**src/rtl/periph_bridge_pkg.sv**
```systemverilog
// Shared definitions for the CPU-to-peripheral bridge: FSM states, the
// error read-back word and the standard peripheral address map.
package periph_bridge_pkg;

    typedef enum logic [1:0] {
        ST_IDLE,
        ST_ACCESS,
        ST_RESP,
        ST_ERR
    } bridge_state_e;

    localparam logic [31:0] BUS_ERR_DATA = 32'h2333_3333;

    // Each peripheral owns a 16-byte window.
    localparam logic [31:0] WINDOW_MASK = 32'hFFFF_FFF0;
    localparam logic [31:0] TIMER0_BASE = 32'h0000_7F00;
    localparam logic [31:0] UART_BASE   = 32'h0000_7F10;
    localparam logic [31:0] SWITCH_BASE = 32'h0000_7F20;
    localparam logic [31:0] LED_BASE    = 32'h0000_7F30;
    localparam logic [31:0] DIGIT_BASE  = 32'h0000_7F40;
    localparam logic [31:0] TIMER1_BASE = 32'h0000_7F50;

endpackage

```
**src/rtl/periph_addr_dec.sv**
```systemverilog
// Combinational priority address decoder: maps a byte address onto one of
// N_DEV base/mask windows, lowest slot index winning on overlap.
module periph_addr_dec
    import periph_bridge_pkg::*;
#(
    parameter int                  N_DEV    = 6,
    parameter logic [N_DEV*32-1:0] DEV_BASE = {N_DEV{32'h0}},
    parameter logic [N_DEV*32-1:0] DEV_MASK = {N_DEV{WINDOW_MASK}}
) (
    input  logic [31:0]      addr,
    output logic             hit,
    output logic [N_DEV-1:0] sel
);

    // Walk from the highest slot down so a lower index overrides later.
    always_comb begin
        hit = 1'b0;
        sel = '0;
        for (int i = N_DEV - 1; i >= 0; i--) begin
            if ((addr & DEV_MASK[32*i +: 32]) == (DEV_BASE[32*i +: 32] & DEV_MASK[32*i +: 32])) begin
                hit    = 1'b1;
                sel    = '0;
                sel[i] = 1'b1;
            end
        end
    end

endmodule

```
**src/rtl/periph_bridge.sv**
```systemverilog
// Registered CPU-to-peripheral bridge: one outstanding access with
// per-device wait states, a timeout and bus-error responses.
module periph_bridge
    import periph_bridge_pkg::*;
#(
    parameter int                  N_DEV    = 6,
    parameter logic [N_DEV*32-1:0] DEV_BASE = {N_DEV{32'h0}},
    parameter logic [N_DEV*32-1:0] DEV_MASK = {N_DEV{32'hFFFF_FFF0}},
    parameter int                  ADDR_W   = 5,
    parameter int                  TIMEOUT  = 16,
    parameter logic [31:0]         ERR_DATA = BUS_ERR_DATA
) (
    input  logic                  clk,
    input  logic                  reset,
    input  logic                  PrReq,
    input  logic [31:0]           PrAddr,
    input  logic                  PrWe,
    input  logic [3:0]            PrBE,
    input  logic [31:0]           PrWD,
    output logic [31:0]           PrRD,
    output logic                  PrAck,
    output logic                  PrErr,
    output logic                  PrBusy,
    output logic [N_DEV-1:0]      DEV_SEL,
    output logic [N_DEV-1:0]      DEV_WE,
    output logic [ADDR_W-3:0]     DEV_ADDR,
    output logic [3:0]            DEV_BE,
    output logic [31:0]           DEV_WD,
    input  logic [N_DEV*32-1:0]   DEV_RD,
    input  logic [N_DEV-1:0]      DEV_RDY
);

    localparam int TIMER_W = $clog2(TIMEOUT + 1);

    bridge_state_e      state_q, state_d;
    logic [N_DEV-1:0]   sel_q, sel_d;
    logic               we_q, we_d;
    logic [ADDR_W-3:0]  addr_q, addr_d;
    logic [3:0]         be_q, be_d;
    logic [31:0]        wd_q, wd_d;
    logic [31:0]        rd_q, rd_d;
    logic [TIMER_W-1:0] timer_q, timer_d;

    logic               dec_hit;
    logic [N_DEV-1:0]   dec_sel;
    logic [31:0]        sel_rd;

    periph_addr_dec #(
        .N_DEV    (N_DEV),
        .DEV_BASE (DEV_BASE),
        .DEV_MASK (DEV_MASK)
    ) u_dec (
        .addr (PrAddr),
        .hit  (dec_hit),
        .sel  (dec_sel)
    );

    always_comb begin
        sel_rd = '0;
        for (int i = 0; i < N_DEV; i++) begin
            if (sel_q[i]) begin
                sel_rd = DEV_RD[32*i +: 32];
            end
        end
    end

    always_comb begin
        state_d = state_q;
        sel_d   = sel_q;
        we_d    = we_q;
        addr_d  = addr_q;
        be_d    = be_q;
        wd_d    = wd_q;
        rd_d    = rd_q;
        timer_d = timer_q;
        case (state_q)
            ST_IDLE: begin
                if (PrReq) begin
                    sel_d   = dec_sel;
                    we_d    = PrWe;
                    addr_d  = PrAddr[ADDR_W-1:2];
                    be_d    = PrBE;
                    wd_d    = PrWD;
                    timer_d = TIMER_W'(1);
                    if (dec_hit) begin
                        state_d = ST_ACCESS;
                    end else begin
                        state_d = ST_ERR;
                        rd_d    = ERR_DATA;
                    end
                end
            end
            ST_ACCESS: begin
                if ((sel_q & DEV_RDY) != '0) begin
                    state_d = ST_RESP;
                    rd_d    = we_q ? 32'h0 : sel_rd;
                end else if (timer_q == TIMER_W'(TIMEOUT)) begin
                    state_d = ST_ERR;
                    rd_d    = ERR_DATA;
                end else begin
                    timer_d = timer_q + TIMER_W'(1);
                end
            end
            ST_RESP: state_d = ST_IDLE;
            ST_ERR:  state_d = ST_IDLE;
            default: state_d = ST_IDLE;
        endcase
    end

    always_ff @(posedge clk or posedge reset) begin
        if (reset) begin
            state_q <= ST_IDLE;
            sel_q   <= '0;
            we_q    <= 1'b0;
            addr_q  <= '0;
            be_q    <= '0;
            wd_q    <= '0;
            rd_q    <= '0;
            timer_q <= '0;
        end else begin
            state_q <= state_d;
            sel_q   <= sel_d;
            we_q    <= we_d;
            addr_q  <= addr_d;
            be_q    <= be_d;
            wd_q    <= wd_d;
            rd_q    <= rd_d;
            timer_q <= timer_d;
        end
    end

    // Strobes decode straight from the state flop so a reset kills them at once.
    assign DEV_SEL  = (state_q == ST_ACCESS) ? sel_q : '0;
    assign DEV_WE   = DEV_SEL & {N_DEV{we_q}};
    assign DEV_ADDR = addr_q;
    assign DEV_BE   = be_q;
    assign DEV_WD   = wd_q;
    assign PrRD     = rd_q;
    assign PrAck    = (state_q == ST_RESP) || (state_q == ST_ERR);
    assign PrErr    = (state_q == ST_ERR);
    assign PrBusy   = (state_q != ST_IDLE);

endmodule

```
**config.mk**
```make
export PLATFORM = sky130hd
export DESIGN_NAME = periph_bridge
export DESIGN_NICKNAME = d
export VERILOG_FILES = /design/src/rtl/periph_bridge_pkg.sv /design/src/rtl/periph_addr_dec.sv /design/src/rtl/periph_bridge.sv
export SDC_FILE = /design/constraint.sdc
export NUM_CORES = 1
export LEC_CHECK = 0
export ABC_AREA = 1
export BUFFER_PORTS_ARGS = -buffer_cell sky130_fd_sc_hd__buf_4
export CAP_MARGIN = 20
export CORE_AREA = 4 4 136 138
export DETAILED_ROUTE_END_ITERATION = 8
export DIE_AREA = 0 0 140 142
export GPL_ROUTABILITY_DRIVEN = 1
export HOLD_SLACK_MARGIN = 0.1
export PLACE_DENSITY = 0.52
export SLEW_MARGIN = 20
export SYNTH_ARGS = -nofsm -noshare
export SYNTH_HDL_FRONTEND = slang
export SYNTH_SLANG_ARGS = --single-unit
```
**constraint.sdc**
```tcl
create_clock -name clk -period 2.9 [get_ports clk]
set_clock_uncertainty 0.2 [all_clocks]
set_input_delay 0.145 -clock clk [delete_from_list [all_inputs] [get_ports clk]]
set_output_delay 0.145 -clock clk [all_outputs]
set_load 0.01 [all_outputs]
```
==> results.toml <==
[setup_path]
cp.required_ps = 2970
critPathArrivalTime_ps = 2630
worstSetupStartpointType = "input port"
critPathKind = "in2reg"
end_kind = "flop"
cp_max_fo = 33

[cts]
clk_path_buf_depth = 2
cts_setup_buffers = 0
clkLatencyLatePin_ps = 330
ctsHtreeMaxLevel = 3
cts-root-buf = "clkbuf_16"
cts_tree = "built"
cts_buffers = 9
clk_pin_slew_ps = 60
cts_sinks = 80

[placed_design]
dp_slack_ps = 764
dpl.hpwl_mm = 8.04
place_congestion = 0.763
io_buffers = 178

[floorplan]
start_util_pct = 20.8
core_um2 = 17200
die_area_um2 = 19900
die_h_um = 142
io_pins = 356
die_width_um = 140
rows = 48

[sta]
maxSlewViolCount = 0
worst_pin_slew_ps = 734
rsz0062_at_grt = "false"
setup_violations = 0
fin_crit_sh_pct = 88.1
fin_crit_ps = 2560
tns_ps = 0
hold_viol_final = 0
fmax_mhz = 391
relSlewSlack_pct = 51.0
setup_ws_ps = 344

[detailed_routing]
drt_wl_total_mm = 11.8
vias = 3596
drt_first_iter_violations = 107
vias_per_cell = 3.87
ant_nets = 0
drc = 0
dr.pass1.iters = 4
wire_per_inst_um = 12.7

[yosys]
ys_seq_area_share_pct = 55.9
synth_compound_area_share_pct = 1.78
netlist-cell-type-count = 26
post-synth-top-count-cell = "nand2_1"
ys_ff_latch = 80
synth-xor-area-share_pct = 0.489
synth-simple-area-share_pct = 33.6
synth_area_leader_cell = "dfrtp_1"
synthTopCellsByArea = "dfrtp_1 56%, nand2_1 26%, nand3_1 3.4%, buf_4 2.7%, inv_1 2.5%"
ys_top_cells_by_count = "249 x nand2_1, 80 x dfrtp_1, 24 x inv_1, 24 x nand3_1, 18 x nor2_1"
synth_top_family_by_area = "simple AND/OR/NAND/NOR gates"
synthAdderAreaFrac_pct = 0.699
syn_avg_cell_area_um2 = 7.99
synthArstFlopShare_pct = 100
synth.top_cell.area_share_pct = 55.9
ys.flop_type = "dfrtp_1"
synth.mux.area_fraction_pct = 0
synth_edf_count = 0
synth_warnings = 0
synth_cells = 448
netlist_area_um2 = 3580

[grt]
overflow = 0
grt_max_degree = 46
grt_usage_pct = 12.1
grt_first_pass_wirelength_mm = 19.3
grt_pass1_vias = 3730
antenna_found_initial = 0

[finish]
insertedDiodeCount = 0
nets = 972
post_route_cells_drive_above_1_share_pct = 29.5
final.fill_count = 1777
area_delta_synth_final_pct = 73.9

[pwr]
seq_power_share_pct = 34.3
combPwrFrac_pct = 40.1
p_int_mw = 3.31
ir_worst_vdd_v = 0.000352
p_leak_nw = 3.35
power.share.clock_pct = 25.6
swShare_pct = 36.1
powerDensity_nw_per_um2 = 831
switchingPower_mw = 1.87

[job]
cap_violations = 0

[worst_hold_path]
hp-class = "in2reg"

[outcome]
status = "finished, final reports clean"
sequential cells by signal (all words and copies together) (netlist names):
register / cells
DEV_WD: 32
PrRD: 32
timer_q: 5
DEV_BE: 4
DEV_ADDR: 3
state_q: 2
sel_q: 1
we_q: 1
layout make-up:
type	instances	area [um^2]	share of cell area (%)
Tap cell	225	282	4.52
Clock buffer	9	225	3.62
Sequential cell	80	2000	32.2
Clock inverter	7	119	1.91
Multi-Input combinational cell	323	1350	21.6
Timing Repair Buffer	259	2150	34.5
Inverter	27	103	1.65
logic make-up after synthesis:
group / after synthesis
xor+xnor: 2
fa+ha+maj: 2
simple gates: 300
other cells: 1
compound gates: 9
flops: 80
buf+inv: 54
placed cells by master (no fill, tap or decap):
cell type      netlist  layout
nor3_4               1       1
nor3_1               1       1
bufinv_16            0       3
o21ai_0              4       4
o21ai_1              2       2
nor2_4               2       2
a21oi_1              1       1
clkinv_2             0       3
inv_1               24      23
xor2_1               2       2
nand3_1             24      24
dlygate4sd3_1        0      77
nand2_2              2       2
ha_1                 2       2
dfrtp_1             80      80
o21bai_1             1       1
nand2_1            249     249
buf_4               13     181
clkbuf_16            0       9
and2_1               1       1
a31oi_4              1       1
clkinvlp_4           0       1
nand3_2              1       1
clkinv_1             1       1
and2_0               1       1
conb_1               1      10
buf_12               0       1
inv_8                0       1
inv_2                2       2
nor2_1              18      18
metrics by stage:
stage	hold slack (ps)	cells	utilization [%]	total power [mW]	cell area, um^2
3_3_place_gp	77.4	837	29.7	3.81	5110
2_1_floorplan	54.6	457	-	2.83	3610
3_5_place_dp	78.4	837	29.7	3.82	5110
4_1_cts	131	930	36.2	5.26	6220
5_1_grt	163	930	36.2	5.60	6220
6_report	130	930	36.2	5.18	6220
worst paths after layout:
kind	from	to	slack, ps	cells past startpoint
setup / recovery	PrAddr[26]	PrRD[10]$_DFFE_PP0P_	340	10
max in group asynchronous	reset	PrRD[21]$_DFFE_PP0P_	1560	4
hold reg to reg	PrRD[21]$_DFFE_PP0P_	PrRD[21]$_DFFE_PP0P_	270	2
hold / removal	PrAddr[21]	sel_q[0]$_DFFE_PP0P_	130	8
setup reg to reg	timer_q[0]$_DFFE_PP0P_	PrRD[25]$_DFFE_PP0P_	920	7
min in group asynchronous	reset	DEV_WD[14]$_DFFE_PP0P_	250	3
power by group through the flow:
stage	combinational, mW	sequential, mW	clock (mW)
2_1_floorplan	0.903	1.93	0
3_3_place_gp	2.02	1.79	0
3_5_place_dp	2.05	1.78	0
4_1_cts	2.12	1.78	1.37
5_1_grt	2.34	1.84	1.42
6_report	2.07	1.78	1.33
per-layer routing:
metal  vias up  GRT usage, %  part of all wire (%)
met3        16          4.94                    10
li1       1835             -                     -
met1      1571          16.0                    47
met4         0          3.62                   1.5
met2       174          18.3                    42
met5         -             0                     0
worst max-delay path: stages:
cell and delay [ps]:
dlygate4sd3_1 530, buf_4 130, nor2_1 60, dlygate4sd3_1 540
nand2_1 50, nor2_1 270, nand3_2 140, nand2_2 530
nand2_1 110, nand2_1 90
timing repair:
item / in CTS / in global routing
resized for setup: 0 / 0
endpoints found under the hold margin: 109 / 0
hold buffers: 77 / 0
Note: power is estimated with default switching activity, not from simulation.
